**config.mk**
```make
export PLATFORM = sky130hd
export DESIGN_NAME = sync_fifo
export DESIGN_NICKNAME = d
export VERILOG_FILES = /design/src/rtl/sync_fifo.sv
export SDC_FILE = /design/constraint.sdc
export NUM_CORES = 1
export LEC_CHECK = 0
export BUFFER_PORTS_ARGS = -buffer_cell sky130_fd_sc_hd__buf_4
export CORE_UTILIZATION = 61
export CTS_BUF_LIST = sky130_fd_sc_hd__clkbuf_4 sky130_fd_sc_hd__clkbuf_8
export CTS_CLUSTER_DIAMETER = 30
export DETAILED_ROUTE_END_ITERATION = 10
export PLACE_DENSITY = 0.83
export SYNTH_ARGS = -nofsm -noshare
export SYNTH_HDL_FRONTEND = slang
export SYNTH_SLANG_ARGS = --single-unit
```
**constraint.sdc**
```tcl
create_clock -name clk -period 2.38 [get_ports clk]
set_input_delay 0.119 -clock clk [delete_from_list [all_inputs] [get_ports clk]]
set_output_delay 0.119 -clock clk [all_outputs]
set_load 0.02 [all_outputs]
```
**src/rtl/sync_fifo.sv**
```systemverilog
// Single-clock FIFO with registered read data and full/empty status derived
// from wrap-bit pointers. Write when full and read when empty are silently ignored.
module sync_fifo #(
    parameter int unsigned DATA_WIDTH = 4,
    parameter int unsigned DEPTH      = 8
) (
    input  logic                  clk,
    input  logic                  rst,
    input  logic                  w_en,
    input  logic [DATA_WIDTH-1:0] din,
    input  logic                  r_en,
    output logic [DATA_WIDTH-1:0] dout,
    output logic                  full,
    output logic                  empty
);

    localparam int unsigned AW = $clog2(DEPTH);

    logic [AW:0]           wptr_q, wptr_d;
    logic [AW:0]           rptr_q, rptr_d;
    logic [DATA_WIDTH-1:0] dout_q, dout_d;
    logic [DATA_WIDTH-1:0] mem_q [DEPTH];

    logic do_write;
    logic do_read;

    // Status from registered pointers, accepted transfers, and next-state values.
    always_comb begin
        empty    = (wptr_q == rptr_q);
        full     = (wptr_q[AW] != rptr_q[AW]) && (wptr_q[AW-1:0] == rptr_q[AW-1:0]);
        do_write = w_en && !full;
        do_read  = r_en && !empty;
        wptr_d   = wptr_q;
        rptr_d   = rptr_q;
        dout_d   = dout_q;
        if (do_write) begin
            wptr_d = wptr_q + (AW + 1)'(1);
        end
        if (do_read) begin
            rptr_d = rptr_q + (AW + 1)'(1);
            dout_d = mem_q[rptr_q[AW-1:0]];
        end
    end

    // Pointer and read-data registers; reset empties the FIFO and clears dout.
    always_ff @(posedge clk or posedge rst) begin
        if (rst) begin
            wptr_q <= '0;
            rptr_q <= '0;
            dout_q <= '0;
        end else begin
            wptr_q <= wptr_d;
            rptr_q <= rptr_d;
            dout_q <= dout_d;
        end
    end

    // Storage array; contents survive reset and are only written on accepted writes.
    always_ff @(posedge clk) begin
        if (do_write) begin
            mem_q[wptr_q[AW-1:0]] <= din;
        end
    end

    assign dout = dout_q;

endmodule

```
# After elaboration in Yosys (flattened, before gate mapping)
# Memories as Yosys holds them, arrays and structs flattened. A register that Yosys moved wholly into a read port is not among the register bits.
# Index checks and enable logic that the tools add are counted.
# word_totals
out_inout_bits	6
memories	1
ramBits	32
word_cells	15
ff_bits	8
# classes
mux	2
n_reduce_logical	5
addsub	2
n_eq_ne	3
# memory_table
name	words	word_bits	read_ports	rd_ports_with_merged_regs	wr	line	source
mem_q	8	4	1	1	1	22	logic [DATA_WIDTH-1:0] mem_q [DEPTH];
# op_table
op	count
adder 4 x 1 -> 4 bit, second input constant	2
equality test 4 bit	1
equality test 3 bit	1
logical AND 1 bit	3
logical NOT 1 bit	2
2-to-1 mux 1 bit	2
inequality test 1 bit	1

# Longest topological paths before layout
# Gate-level depths: netlist of the first run.
# depth
ltp_word	6
depth_mapped	6

# Worst setup path after synthesis of the first run
# OpenSTA, ideal clock, no wires.
# synth_timing
kind	register to register
from	reg rptr_q[2]
to	mem mem_q[0][0] (enable)
path_buffers	1
setup_ns	0.361
required_time_ns	2.019
setup_slack_ns	0.446
arrival_ns	1.573
path_stages_with_launch	6
path_cell_list	dfrtp_1 buf_6 xor2_1 o41ai_4 or2b_4 nor3_1
# synth_between
elab_chain_cells	6
# synth_rtl
item	line	source
start: declaration	20	logic [AW:0] rptr_q, rptr_d;
start signal: assignment	53	rptr_q <= rptr_d;
equality test 3 bit	30	full = (wptr_q[AW] != rptr_q[AW]) && (wptr_q[AW-1:0] == rptr_q[AW-1:0]);
logical AND 1 bit	30	
logical NOT 1 bit	31	do_write = w_en && !full;
logical AND 1 bit	31	
2-to-1 mux 1 bit	60	if (do_write) begin
2-to-1 mux 1 bit (implied by the code)	61	mem_q[wptr_q[AW-1:0]] <= din;
end: declaration	22	
# No other way between the ends.

# Worst setup path after layout of the first run
# layout_timing
from	reg rptr_q[2]
to	mem mem_q[4][1] (enable)
# Same word-level chain as after synthesis.

==> results of run 1 <==
[Yosys cell counts]
| master | instances | area, µm² |
|---|---|---|
| nor3_2 | 1 | 10.0 |
| ha_1 | 2 | 25.0 |
| buf_2 | 2 | 10.0 |
| mux2i_1 | 4 | 40.0 |
| xor2_2 | 1 | 16.3 |
| xnor2_1 | 2 | 17.5 |
| xor2_1 | 7 | 61.3 |
| or2_2 | 1 | 6.26 |
| mux2_4 | 1 | 15.0 |
| nor3_1 | 4 | 20.0 |
| buf_4 | 1 | 7.51 |
| mux4_2 | 8 | 180 |
| o21ai_1 | 2 | 10.0 |
| inv_1 | 4 | 15.0 |
| o41ai_2 | 1 | 16.3 |
| dfrtp_1 | 12 | 300 |
| or2_1 | 1 | 6.26 |
| nand3_1 | 1 | 5.00 |
| nand2b_1 | 1 | 6.26 |
| clkbuf_1 | 1 | 3.75 |
| nand2_1 | 7 | 26.3 |
| buf_6 | 1 | 11.3 |
| mux2_2 | 1 | 11.3 |
| o21ai_0 | 2 | 10.0 |
| or2b_4 | 1 | 11.3 |
| nor2_1 | 7 | 26.3 |
| nor2_2 | 1 | 6.26 |
| o41ai_4 | 1 | 27.5 |
| or2b_1 | 1 | 7.51 |
| edfxtp_1 | 32 | 961 |
[metrics by stage]
stage	instance area, µm²	cells	total power (µW)	hold slack [ns]	utilization (%)
after floorplan	1870	111	1960	-0.0163	-
after global placement	2010	155	2190	0.160	71.1
after detailed placement	2010	155	2240	0.180	71.1
after CTS	2170	168	2810	0.105	76.6
after global routing	2170	168	2930	0.114	76.6
final	2170	168	2780	0.122	76.6
[sequential cells by signal (all words and copies together) (netlist names)]
name	flops
rptr_q	4
wptr_q	4
dout	4
mem_q	32
[worst max-delay path, stage by stage (launching register included)]
cell and delay [ns]:
dfrtp_1 0.58, xor2_1 0.40, o41ai_4 0.18, or2b_4 0.31, nor2_1 0.35
[power groups by stage]
stage / clock network [µW] / registers, µW / logic [µW]
final: 566 / 1190 / 1030
after global routing: 597 / 1210 / 1120
after CTS: 579 / 1190 / 1040
after detailed placement: 0 / 1210 / 1030
after global placement: 0 / 1190 / 992
after floorplan: 0 / 1170 / 790
[cell families after synthesis]
logic type | synth area share (%)
simple gates | 7.02
xor+xnor | 5.08
flops | 67.4
compound gates | 3.41
fa+ha+maj | 1.34
mux | 13.2
buf+inv | 2.54
[worst max-delay path by stage]
stage,end,slack [ns],start
final,mem_q[4][1]$_DFFE_PP_,0.23,rptr_q[2]$_DFFE_PP0P_
after detailed placement,mem_q[4][0]$_DFFE_PP_,0.25,rptr_q[2]$_DFFE_PP0P_
after CTS,mem_q[4][1]$_DFFE_PP_,0.22,rptr_q[2]$_DFFE_PP0P_
after floorplan,mem_q[0][0]$_DFFE_PP_,0.45,rptr_q[2]$_DFFE_PP0P_
after global placement,mem_q[0][1]$_DFFE_PP_,0.43,rptr_q[2]$_DFFE_PP0P_
after global routing,mem_q[4][1]$_DFFE_PP_,0.14,rptr_q[2]$_DFFE_PP0P_
[cell type report]
cell class / instances / share of cell area (%)
inverters: 4 / 0.693
well taps: 31 / 1.79
repair buffers: 23 / 8.55
clock buffers: 6 / 2.08
multi-input cells: 58 / 25.9
clock inverters: 2 / 2.77
flip-flops and latches: 44 / 58.2
[routing by layer]
metal	up-vias	GRT usage (%)
li1	460	-
met1	487	31.1
met2	30	33.2
met3	13	8.16
met4	0	11.8
met5	-	0
[placed cells by master (no fill, tap or decap), types with 2 or more instances in the layout]
cell,count
ha_1,2
nand2_1,7
nor3_1,4
xnor2_1,2
clkbuf_4,6
inv_1,4
xor2_1,7
o21ai_0,2
mux4_2,8
mux2i_1,4
o21ai_1,2
dfrtp_1,12
bufinv_16,2
dlygate4sd3_1,5
nor2_1,7
edfxtp_1,32
buf_4,18
==> flow_metrics.env, run 1 <==
export IMPL_cts_resized=0
export IMPL_wirelength_mm=3.20
export IMPL_clockPowerShare_pct=20.3
export IMPL_r2r_slack_ns=0.23
export IMPL_internal_power_uw=1850
export IMPL_path_clk_slew_ns=0.12
export IMPL_vias=990
export IMPL_ir_drop_v=0.000775
export IMPL_p_seq_share_pct=42.7
export IMPL_gr_total_overflow=0
export IMPL_yosysWarnings=0
export IMPL_p_leak_uw=0.000833
export IMPL_r2r_cells=4
export IMPL_htreeDepth=2
export IMPL_drc=4
export IMPL_setup_viol=0
export IMPL_yosysSeqAreaShare_pct=67.4
export IMPL_top_layer_used="met4"
export IMPL_rr_startpoint="rptr_q[2]$_DFFE_PP0P_"
export IMPL_final_setup_tns_ns=0
export IMPL_cp_max_fo=7
export IMPL_fin_ws_ns=0.232
export IMPL_avgRoutedWirePerCell_um=19.0
export IMPL_finalNetCount=146
export IMPL_post_dp_hpwl_mm=2.36
export IMPL_io_pins=14
export IMPL_relSlewSlack_pct=67.9
export IMPL_violations="DRC"
export IMPL_drv_max_cap_violation_count=0
export IMPL_required_ns=2.40
export IMPL_ys_ff_latch=44
export IMPL_grt_pass1_vias=1039
export IMPL_period_needed_ns=2.15
export IMPL_status="finished with violations"
export IMPL_maxClockFrequency_mhz=466
export IMPL_layout_drive_gt1_share_pct=31.4
export IMPL_hold_violations=0
export IMPL_n_antenna_cell=0
export IMPL_initial_core_util_pct=66.1
export IMPL_timing_final_crit_share_pct=90.2
export IMPL_gp_congestion=0.815
export IMPL_netlist_instances=111
export IMPL_cts_setup_buffers=0
export IMPL_p_switching_uw=934
export IMPL_antenna_found_initial=0
export IMPL_vias_per_cell=5.89
export IMPL_hp_start="w_en"
export IMPL_comb_power_share_pct=36.9
export IMPL_syn_cell_area_um2=1870
export IMPL_final_seq_area_um2=1260
export IMPL_die_h_um=57.4
export IMPL_r2r_end="mem_q[4][1]$_DFFE_PP_"
export IMPL_grt_pass1_wl_mm=5.17
export IMPL_cts_hold_buf=5
export IMPL_port_buffers=13
export IMPL_clk_path_buf_depth=2
export IMPL_area_delta_synth_final_pct=15.9
export IMPL_postSynthAreaPerCell_um2=16.9
export IMPL_drtPass1Iterations=7
export IMPL_place_worst_setup_slack_ns=0.251
export IMPL_coreArea_um2=2830
export IMPL_grt_max_degree=15
export IMPL_tightest_slew_ns=0.481
export IMPL_grt_usage_pct=23.0
export IMPL_synth_fp_nets=121
export IMPL_wl_met2_mm=1.49
export IMPL_root_buffer="clkbuf_4"
export IMPL_die_x_um=57.4
export IMPL_clkSinkCount=44
export IMPL_dieArea_um2=3290
export IMPL_multiInputGateArea_um2=562
export IMPL_met1Wirelength_mm=1.42
export IMPL_antenna_left=0
export IMPL_holdPathEnd="wptr_q[0]$_DFFE_PP0P_"
export IMPL_first_iter_violations=62
export IMPL_num_rows=19
export IMPL_cts_buffers=5
export IMPL_cts_tree="done"
export IMPL_end_kind="flip-flop"
export IMPL_rsz0062_at_grt="no"
export IMPL_start_kind="flip-flop"
export IMPL_hold_path_class="in -> reg"
export IMPL_worstSetupPathType="reg -> reg"
export IMPL_p_sw_share_pct=33.6
export IMPL_slew_violations=0
export IMPL_clk_latency_ns=0.36
export IMPL_power_density_nw_per_um2=1280
export IMPL_min_path_cells=4
export IMPL_ys_types=30
export IMPL_crit_arrival_ns=2.17
export IMPL_wl_met3_um=168
export IMPL_nFillCells=171
export IMPL_fin_skew_ns=0.0120
No activity file was read; power rests on OpenSTA's default activity.
==> run 2, diff against run 1 <==
Settings changed: REMOVE_ABC_BUFFERS set to 1.
==> flow_metrics.env, run 2 (synthesized netlist as in run 1, its figures left out) <==
export IMPL_status="finished with violations"
export IMPL_violations="DRC"
export IMPL_start_kind="flip-flop"
export IMPL_num_rows=19
export IMPL_cts_hold_buf=5
export IMPL_post_dp_hpwl_mm=2.21
export IMPL_holdPathEnd="wptr_q[0]$_DFFE_PP0P_"
export IMPL_slowest_stage="dfrtp_1"
export IMPL_cts_setup_buffers=0
export IMPL_maxClockFrequency_mhz=488
export IMPL_vias_per_cell=5.81
export IMPL_crit_arrival_ns=2.08
export IMPL_cp_max_fo=7
export IMPL_rr_startpoint="rptr_q[2]$_DFFE_PP0P_"
export IMPL_worstPathCellList="xor2_1 > o41ai_4 > or2b_4 > nor2_1"
export IMPL_period_needed_ns=2.05
export IMPL_r2r_slack_ns=0.33
export IMPL_power_density_nw_per_um2=1260
export IMPL_crit_buf_inv=0
export IMPL_fin_ws_ns=0.330
export IMPL_holdWs_ns=0.107
export IMPL_largest_register_ffs=32
export IMPL_cts_tree="done"
export IMPL_final_setup_tns_ns=0
export IMPL_port_buffers=13
export IMPL_ir_drop_v=0.000756
export IMPL_end_kind="flip-flop"
export IMPL_antenna_left=0
export IMPL_setup_viol=0
export IMPL_p_leak_uw=0.000819
export IMPL_final_common_cell="edfxtp_1"
export IMPL_tightest_slew_ns=0.483
export IMPL_r2r_cells=4
export IMPL_min_path_cells=4
export IMPL_grt_pass1_wl_mm=4.98
export IMPL_hp_start="w_en"
export IMPL_hold_path_class="in -> reg"
export IMPL_drc=4
export IMPL_first_iter_violations=44
export IMPL_clk_path_buf_depth=2
export IMPL_n_antenna_cell=0
export IMPL_clk_latency_ns=0.35
export IMPL_r2r_end="mem_q[2][3]$_DFFE_PP_"
export IMPL_place_worst_setup_slack_ns=0.361
export IMPL_clkSinkCount=44
export IMPL_drtPass1Iterations=7
export IMPL_fin_skew_ns=0.0116
export IMPL_required_ns=2.41
export IMPL_vias=976
export IMPL_antenna_found_initial=0
export IMPL_area_delta_synth_final_pct=14.7
export IMPL_timing_final_crit_share_pct=86.1
export IMPL_die_h_um=57.4
export IMPL_grt_usage_pct=21.9
export IMPL_root_buffer="clkbuf_4"
export IMPL_path_clk_slew_ns=0.14
export IMPL_drv_max_cap_violation_count=0
export IMPL_initial_core_util_pct=66.1
export IMPL_htreeDepth=2
export IMPL_gp_congestion=0.754
export IMPL_grt_pass1_vias=1019
export IMPL_grt_max_degree=16
export IMPL_worstSetupPathType="reg -> reg"
export IMPL_coreArea_um2=2830
export IMPL_io_pins=14
export IMPL_finalNetCount=146
export IMPL_relSlewSlack_pct=67.7
export IMPL_dieArea_um2=3290
export IMPL_wirelength_mm=3.10
export IMPL_slew_violations=0
export IMPL_layout_drive_gt1_share_pct=31.4
export IMPL_rsz0062_at_grt="no"
export IMPL_die_x_um=57.4
export IMPL_cts_resized=0
export IMPL_gr_total_overflow=0
export IMPL_slowest_delay_ns=0.57
export IMPL_hold_violations=0
export IMPL_avgRoutedWirePerCell_um=18.5
export IMPL_cts_buffers=5
export IMPL_layout_common_cells="edfxtp_1, buf_4, dfrtp_1"
export IMPL_critical_path_top_delay_family="simple AND/OR/NAND/NOR gates"
[run 2: changes by cell type in the layout (fill, tap and decap cells not counted), sizes merged]
cell	previous run	this run
clkbuf	6	5
inv	4	5
bufinv	2	1
clkinvlp	0	1
[run 2: cell type report]
class	count	area (µm²)
multi-input combinational	58	562
tap	31	38.8
clock buffer	5	37.5
fill	174	683
timing repair buffer	23	185
clock inverter	3	46.3
inverter	4	15.0
sequential	44	1260
[run 2: how the worst max path moves through the flow]
stage / to / cells past startpoint / start
finish: mem_q[2][3]$_DFFE_PP_ / 4 / rptr_q[2]$_DFFE_PP0P_
global route: mem_q[2][2]$_DFFE_PP_ / 4 / rptr_q[2]$_DFFE_PP0P_
CTS: mem_q[2][3]$_DFFE_PP_ / 4 / rptr_q[2]$_DFFE_PP0P_
detailed placement: mem_q[2][2]$_DFFE_PP_ / 4 / rptr_q[2]$_DFFE_PP0P_
global placement: mem_q[2][3]$_DFFE_PP_ / 4 / rptr_q[2]$_DFFE_PP0P_
floorplan: rptr_q[1]$_DFFE_PP0P_ / 3 / rptr_q[0]$_DFFE_PP0P_
[run 2: per-stage QoR]
step,std cells,total power [µW],area (µm²),utilization (%)
floorplan,106,1910,1840,-
global placement,155,2200,2010,71.1
detailed placement,155,2240,2010,71.1
CTS,168,2720,2150,75.9
global route,168,2850,2150,75.9
finish,168,2700,2150,75.9
[run 2: where the power goes]
part           leakage, µW  switching [µW]  internal, µW
registers         0.000434             162          1020
logic             0.000343             557           490
clock network    0.0000418             246           225
[run 2: per-layer routing]
metal / global-route usage [%] / up-vias / share of wire [%]
li1: - / 454 / -
met1: 28.9 / 497 / 43
met2: 35.7 / 19 / 52
met3: 5.44 / 6 / 3.4
met4: 8.01 / 0 / 1.6
met5: 0 / - / 0
[run 2: worst min-delay path, delay by kind of cell]
family | cells | cell delay (ns)
buf+inv | 1 | 0.12
simple gates | 2 | 0.12
compound gates | 1 | 0.08
